[config.mk]
export PLATFORM = sky130hd
export DESIGN_NAME = mux_sel_arbiter
export DESIGN_NICKNAME = d
export VERILOG_FILES = /design/src/rtl/mux_sel_pkg.sv /design/src/rtl/rr_pick2.sv /design/src/rtl/mux_sel_arbiter.sv
export SDC_FILE = /design/constraint.sdc
export NUM_CORES = 1
export LEC_CHECK = 0
export ABC_CLOCK_PERIOD_IN_PS = 2150
export CAP_MARGIN = 40
export CELL_PAD_IN_SITES_DETAIL_PLACEMENT = 1
export CELL_PAD_IN_SITES_GLOBAL_PLACEMENT = 2
export CORE_MARGIN = 5
export CORE_UTILIZATION = 33
export CTS_BUF_LIST = sky130_fd_sc_hd__clkbuf_2 sky130_fd_sc_hd__clkbuf_4 sky130_fd_sc_hd__clkbuf_8
export DETAILED_ROUTE_END_ITERATION = 7
export GPL_TIMING_DRIVEN = 0
export PLACE_DENSITY = 0.95
export SYNTH_ARGS = -nofsm -noshare
export SYNTH_HDL_FRONTEND = slang
export SYNTH_SLANG_ARGS = --single-unit
[constraint.sdc]
create_clock -name clk -period 2.15 [get_ports clk]
set_clock_uncertainty 0.05 [all_clocks]
set_input_delay 0.215 -clock clk [delete_from_list [all_inputs] [get_ports clk]]
set_output_delay 0.215 -clock clk [all_outputs]
set_load 0.02 [all_outputs]
[src/rtl/mux_sel_pkg.sv]
// Shared types and constants for the two-channel select arbiter.
// Imported by mux_sel_arbiter.
package mux_sel_pkg;

   typedef enum logic [1:0] {
      ARB_IDLE,
      ARB_GRANT0,
      ARB_GRANT1
   } arb_state_t;

   // Reset value of sel; 1 makes the first tie go to channel 0.
   localparam logic SEL_RESET = 1'b1;

endpackage

[src/rtl/rr_pick2.sv]
// Combinational two-way round-robin picker.
// A lone requester wins; a tie goes to the channel opposite 'last'.
module rr_pick2 (
   input  logic valid_0,
   input  logic valid_1,
   input  logic last,
   output logic any,
   output logic pick
);

   assign any  = valid_0 | valid_1;
   assign pick = (valid_0 && valid_1) ? ~last : valid_1;

endmodule

[src/rtl/mux_sel_arbiter.sv]
// Two-channel round-robin arbiter that drives the 2:1 mux select and forwards
// the granted channel's beats through a one-entry registered output stage.
module mux_sel_arbiter
   import mux_sel_pkg::*;
#(
   parameter int DATA_W    = 1,
   parameter int BURST_MAX = 4
) (
   input  logic              clk,
   input  logic              rst_n,
   input  logic [DATA_W-1:0] din_0,
   input  logic              din_0_valid,
   output logic              din_0_ready,
   input  logic [DATA_W-1:0] din_1,
   input  logic              din_1_valid,
   output logic              din_1_ready,
   output logic              sel,
   output logic [DATA_W-1:0] mux_out,
   output logic              mux_out_valid,
   input  logic              mux_out_ready
);

   localparam int                CNT_W      = $clog2(BURST_MAX + 1);
   localparam logic [CNT_W-1:0]  BURST_LAST = CNT_W'(BURST_MAX - 1);

   arb_state_t        state;
   arb_state_t        state_nxt;
   logic [CNT_W-1:0]  burst_cnt;
   logic              accept;
   logic              pick_any;
   logic              pick;
   logic              grant_valid;
   logic [DATA_W-1:0] grant_data;
   logic              xfer;

   // Output register is free when empty or being drained this cycle.
   assign accept = !mux_out_valid || mux_out_ready;
   assign xfer   = grant_valid && accept;

   rr_pick2 u_pick (
      .valid_0 (din_0_valid),
      .valid_1 (din_1_valid),
      .last    (sel),
      .any     (pick_any),
      .pick    (pick)
   );

   // NOTE: every signal written here gets a default first so no latch is inferred.
   always_comb begin
      state_nxt   = state;
      din_0_ready = 1'b0;
      din_1_ready = 1'b0;
      grant_valid = 1'b0;
      grant_data  = din_0;
      case (state)
         ARB_IDLE: begin
            if (pick_any) state_nxt = pick ? ARB_GRANT1 : ARB_GRANT0;
         end
         ARB_GRANT0: begin
            din_0_ready = accept;
            grant_valid = din_0_valid;
         end
         ARB_GRANT1: begin
            din_1_ready = accept;
            grant_valid = din_1_valid;
            grant_data  = din_1;
         end
         default: state_nxt = ARB_IDLE;
      endcase
      // Leave the grant when the requester lets go or the burst's last beat moves.
      if (state != ARB_IDLE && (!grant_valid || (xfer && burst_cnt == BURST_LAST)))
         state_nxt = ARB_IDLE;
   end

   // NOTE: sequential state uses non-blocking assignments so all registers update together.
   always_ff @(posedge clk or negedge rst_n) begin
      if (!rst_n) begin
         state     <= ARB_IDLE;
         sel       <= SEL_RESET;
         burst_cnt <= '0;
      end else begin
         state <= state_nxt;
         if (state == ARB_IDLE && pick_any) begin
            sel       <= pick;
            burst_cnt <= '0;
         end else if (xfer) begin
            burst_cnt <= burst_cnt + 1'b1;
         end
      end
   end

   // A transfer coinciding with a drain replaces the beat in place.
   always_ff @(posedge clk or negedge rst_n) begin
      if (!rst_n) begin
         mux_out       <= '0;
         mux_out_valid <= 1'b0;
      end else if (xfer) begin
         mux_out       <= grant_data;
         mux_out_valid <= 1'b1;
      end else if (mux_out_ready) begin
         mux_out_valid <= 1'b0;
      end
   end

endmodule

* After elaboration in Yosys (flattened, before gate mapping) *
Cells that the tools add are included.

cells by class
  add/subtract/negate cells = 1
  equal/unequal tests = 5
  muxes and demuxes = 13
  bitwise operators = 2
  reductions and logical operators = 15

operators by type and width
  kind                                                   count
  2-to-1 mux 1 bit                                       6
  2-to-1 mux 2 bit                                       3
  2-to-1 mux 3 bit                                       2
  nonzero test 2 bit                                     3
  logical AND 1 bit                                      5
  one-hot mux 2 bit (2 select lines)                     1
  adder 3 x 1 -> 3 bit, second input constant            1
  == test 3 x 2 -> 1 bit, second input constant          1
  inequality test 3 bit, second input constant           1
  == test 2 x 1 -> 1 bit, second input constant          1
  == test 2 bit, second input constant                   1
  zero test 1 bit                                        2
  zero test 2 bit                                        1
  logical OR 1 bit                                       2
  inequality test 2 x 1 -> 1 bit, second input constant  1
  one-hot mux 1 bit (2 select lines)                     1
  AND reduction 2 bit                                    1
  OR reduction 2 bit                                     1
  inverter 1 bit                                         1
  bitwise OR 1 bit                                       1

word-level totals
  register bits = 8

* Logic depth before layout (Yosys ltp) *
  depth after elaboration = 8
  depth in mapped cells = 6
  mapped depth without buffers = 5

* By module *
A second synthesis with hierarchy kept.

unflattened totals
  cells, all modules = 46
  area total of the unflattened synthesis = 514.2 sq um

modules (own cells, without submodules)
  module           times used  cells an instance  area each (sq um)
  mux_sel_arbiter  1           44                 500.5
  rr_pick2         1           2                  13.8

* Worst setup path after synthesis *
Ideal clock, no wire load.

  path type = reg-to-reg
  start = reg state[0]
  end = reg burst_cnt[0]
  library setup time = 123 ps
  data arrival time = 1244 ps
  data required time = 1977 ps
  setup slack = 733 ps
  cell stages (with the launch flop) = 7
  path buffers = 1
  period minus slack after synthesis = 1417 ps
  path through = dfrtp_1 inv_1 ha_1 a22o_1 and3_4 buf_6 mux2i_1

on the way
  longest elaborated chain between the ends = 4
  elaborated cells between the ends (all ways) = 8
  classes of those cells = eq/ne (2); mux (2); reduce/logical (4)

RTL lines
  what                                                     line                   RTL
  from (decl)                                              mux_sel_arbiter.sv:26  arb_state_t state;
  from (signal assigned)                                   mux_sel_arbiter.sv:82  state <= state_nxt;
  == test 2 bit or == test 2 x 1 -> 1 bit (tied branches)  mux_sel_arbiter.sv:55  case (state)
  one-hot mux 1 bit (2 select lines)                       mux_sel_arbiter.sv:55
  logical AND 1 bit                                        mux_sel_arbiter.sv:38  assign xfer = grant_valid && accept;
  nonzero test 2 bit (no source line)                      --
  to (signal assigned)                                     mux_sel_arbiter.sv:87  burst_cnt <= burst_cnt + 1'b1;
  to (decl)                                                mux_sel_arbiter.sv:28  logic [CNT_W-1:0] burst_cnt;

Parallel ways exist; a longest one is shown, timed or not.
A chain may end at the register's enable or synchronous reset.

* Worst setup path in the final report *
  start = reg state[0]
  end = out din_1_ready

on the way
  longest elaborated chain between the ends = 2

RTL lines
  what              line                   RTL
  == test 2 bit     mux_sel_arbiter.sv:55
  2-to-1 mux 1 bit  mux_sel_arbiter.sv:55
  to (decl)         mux_sel_arbiter.sv:16  output logic din_1_ready,

Every way passes these cells.

==> impl_metrics.py <==
metrics = {
    "run_status": {
        "status": "finished, final reports clean",
    },
    "worst_setup_path": {
        "reg2reg_setup_slack_ps": 590,
        "cp-startpoint": "state[0]",
        "arrival_ps": 1700,
        "critPathLaunchType": "register",
        "cp_top_family": "buffers and inverters",
        "slowest_stage": "clkdlybuf4s50_1",
        "path_cells": "inv_1 > ha_1 > and2_1 > clkdlybuf4s50_1",
        "endpoint": "din_1_ready",
        "required_ps": 1880,
        "path_depth": 4,
        "reg2reg_from": "state[0]",
        "crit_buf_inv": 2,
        "critPathKind": "register to output port",
        "worstSetupEndpointType": "output port",
        "reg2reg_to": "state[1]",
        "critPathMaxStageDelay_ps": 590,
        "reg2regPathDepth": 5,
        "cp_max_fo": 4,
    },
    "timing": {
        "worst_pin_slew_ps": 446,
        "layout_worst_path_cycle_share": 0.912,
        "max_freq_ghz": 0.510,
        "rsz0062_at_grt": "false",
        "hold_viol_final": 0,
        "finalSetupViolCount": 0,
        "tns_ps": 0,
        "slew_viol_final": 0,
        "slew_headroom": 0.701,
        "worst_slack_ps": 189,
        "min_period_ps": 1960,
    },
    "clocking": {
        "htree_num_levels": 1,
        "cts-root-buf": "clkbuf_4",
        "cts.sinks": 8,
        "insertion_delay_ps": 260,
        "clk_pin_slew_worst_paths_ps": 60,
        "post_cts_buffers": 0,
        "cts_resized": 0,
        "ctsHoldBuffers": 0,
        "cts_tree": "yes",
        "cts_buffer_depth": 2,
        "cts_buffers": 3,
    },
    "die": {
        "core_area_um2": 1470,
        "die_area_um2": 2390,
        "die_height_um": 48.9,
        "rows": 14,
        "initial_core_util": 0.339,
        "num_io_pins": 12,
        "die_x_um": 48.9,
    },
    "grt": {
        "grt-ovfl-total": 0,
        "grt_pass1_wl_mm": 1.92,
        "first_global_vias": 427,
        "grt_max_degree": 9,
        "antenna_found_initial": 0,
        "grt_usage": 0.103,
    },
    "yosys": {
        "synth_area_um2": 499,
        "synthArstFlopShare": 1.00,
        "synth_fp_nets": 61,
        "ys_top_cells_by_area": "dfrtp_1, ha_1, mux2i_1, nand2b_1, dfstp_2",
        "avgSynthCellArea_um2": 10.2,
        "synth_top_area_frac": 0.351,
        "synth_cells": 49,
        "synth-simple-area-share": 0.201,
        "netlist_top_cells_count": "dfrtp_1, nand2_1, ha_1, nand2b_1",
        "synthAdderAreaFrac": 0.125,
        "synth_top_family_by_area": "simple AND/OR/NAND/NOR gates",
        "yosysTopAreaCell": "dfrtp_1",
        "synth_compound_area_frac": 0.145,
        "synth_xor_area_frac": 0,
        "ys_warn_count": 0,
        "synth_cell_type_count": 17,
        "synth_mux_area_frac": 0.0802,
        "ys_seq_area_frac": 0.404,
        "synth-seq-cells": 8,
        "yosys_most_used_dff": "dfrtp_1",
        "synth-edff-count": 0,
    },
    "placement": {
        "pre_cts_ws_ps": 252,
        "portBuffers": 11,
        "placed_area_um2": 629,
        "gp_congestion": 0.755,
        "dp_cells": 76,
        "hpwl_um": 860,
    },
    "layout": {
        "fin_area_um2": 659,
        "drive_gt1_frac": 0.109,
        "final_core_util": 0.448,
        "diodes": 0,
        "final_cells": 80,
        "register_area_um2": 201,
        "fillers": 175,
        "final_nets": 77,
        "multi_input_area_um2": 275,
        "area_growth_syn_to_layout_pct": 32.1,
    },
    "detailed_routing": {
        "firstDrtPassIters": 2,
        "drt_iter0_drc": 1,
        "antenna_left": 0,
        "wl_per_cell_um": 13.2,
        "drc_errors": 0,
        "viasPerCell": 5.05,
        "wl_mm": 1.06,
        "vias": 404,
    },
    "worst_hold_path": {
        "hp-class": "input port to asynchronous set/reset pin",
    },
    "power_and_ir_drop": {
        "p_leak_uw": 0.000283,
        "ir_worst_vdd_mv": 0.429,
        "power_density_nw_per_um2": 1220,
    },
    "run": {
        "cap_violations": 0,
    },
}
-- report_power, final --
group | total, µW | leakage, µW | switching [µW] | internal, µW
registers | 246 | 0.000103 | 38.2 | 208
clock network | 134 | 0.0000184 | 50.7 | 83.5
logic | 426 | 0.000161 | 218 | 208
-- routing by layer --
layer,up-vias,part of all wire,global-route usage
met5,-,0,0
met4,0,0.021,0.0673
met1,196,0.44,0.118
met2,8,0.49,0.161
met3,2,0.051,0.0367
li1,198,-,-
-- cell families (layout without fill, tap and decap cells) --
family | Yosys count | in the layout
and+or+nand+nor | 18 | 18
adders and majority gates | 5 | 5
DFF | 8 | 8
buffers and inverters | 4 | 19
AOI/OAI and AO/OA | 10 | 10
muxes | 4 | 4
-- flip-flops by register name, indices dropped and copies added, names as in the netlist --
register and count:
mux_out 1, state 2, burst_cnt 3, mux_out_valid 1, sel 1
-- worst min-delay path by stage --
stage / from / endpoint / slack [ps] / cells past startpoint
2_1_floorplan: rst_n / burst_cnt[0] / -130 / 0
3_3_place_gp: mux_out / mux_out / 470 / 2
3_5_place_dp: rst_n / state[1] / 470 / 1
4_1_cts: rst_n / burst_cnt[1] / 190 / 1
5_1_grt: rst_n / mux_out / 200 / 1
6_report: rst_n / mux_out / 190 / 1
-- through the flow --
step,hold WS [ps],total power [µW]
CTS,189,824
finish,188,806
global placement,465,664
global route,196,876
floorplan,-131,522
detailed placement,474,681
-- cell usage in the layout (no fill, tap or decap), drive strengths merged --
cell and instances:
a32o 2, clkbuf 4, o2bb2ai 2, a22o 1, dfrtp 7, ha 5
mux2i 4, inv 3, buf 1, nand2 7, dfstp 1, and3 1
clkdlybuf4s50 11, nand2b 5, nor2b 1, a21oi 3, and2 4, a31oi 1
o21ai 1
-- final cells by class --
cell class / count / area share
well taps: 16 / 0.0304
inverters: 3 / 0.0171
flip-flops and latches: 8 / 0.306
plain buffers: 1 / 0.0171
repair buffers: 11 / 0.167
clock buffers: 4 / 0.0455
multi-input cells: 37 / 0.417
Power figures use the tool's default switching activity.
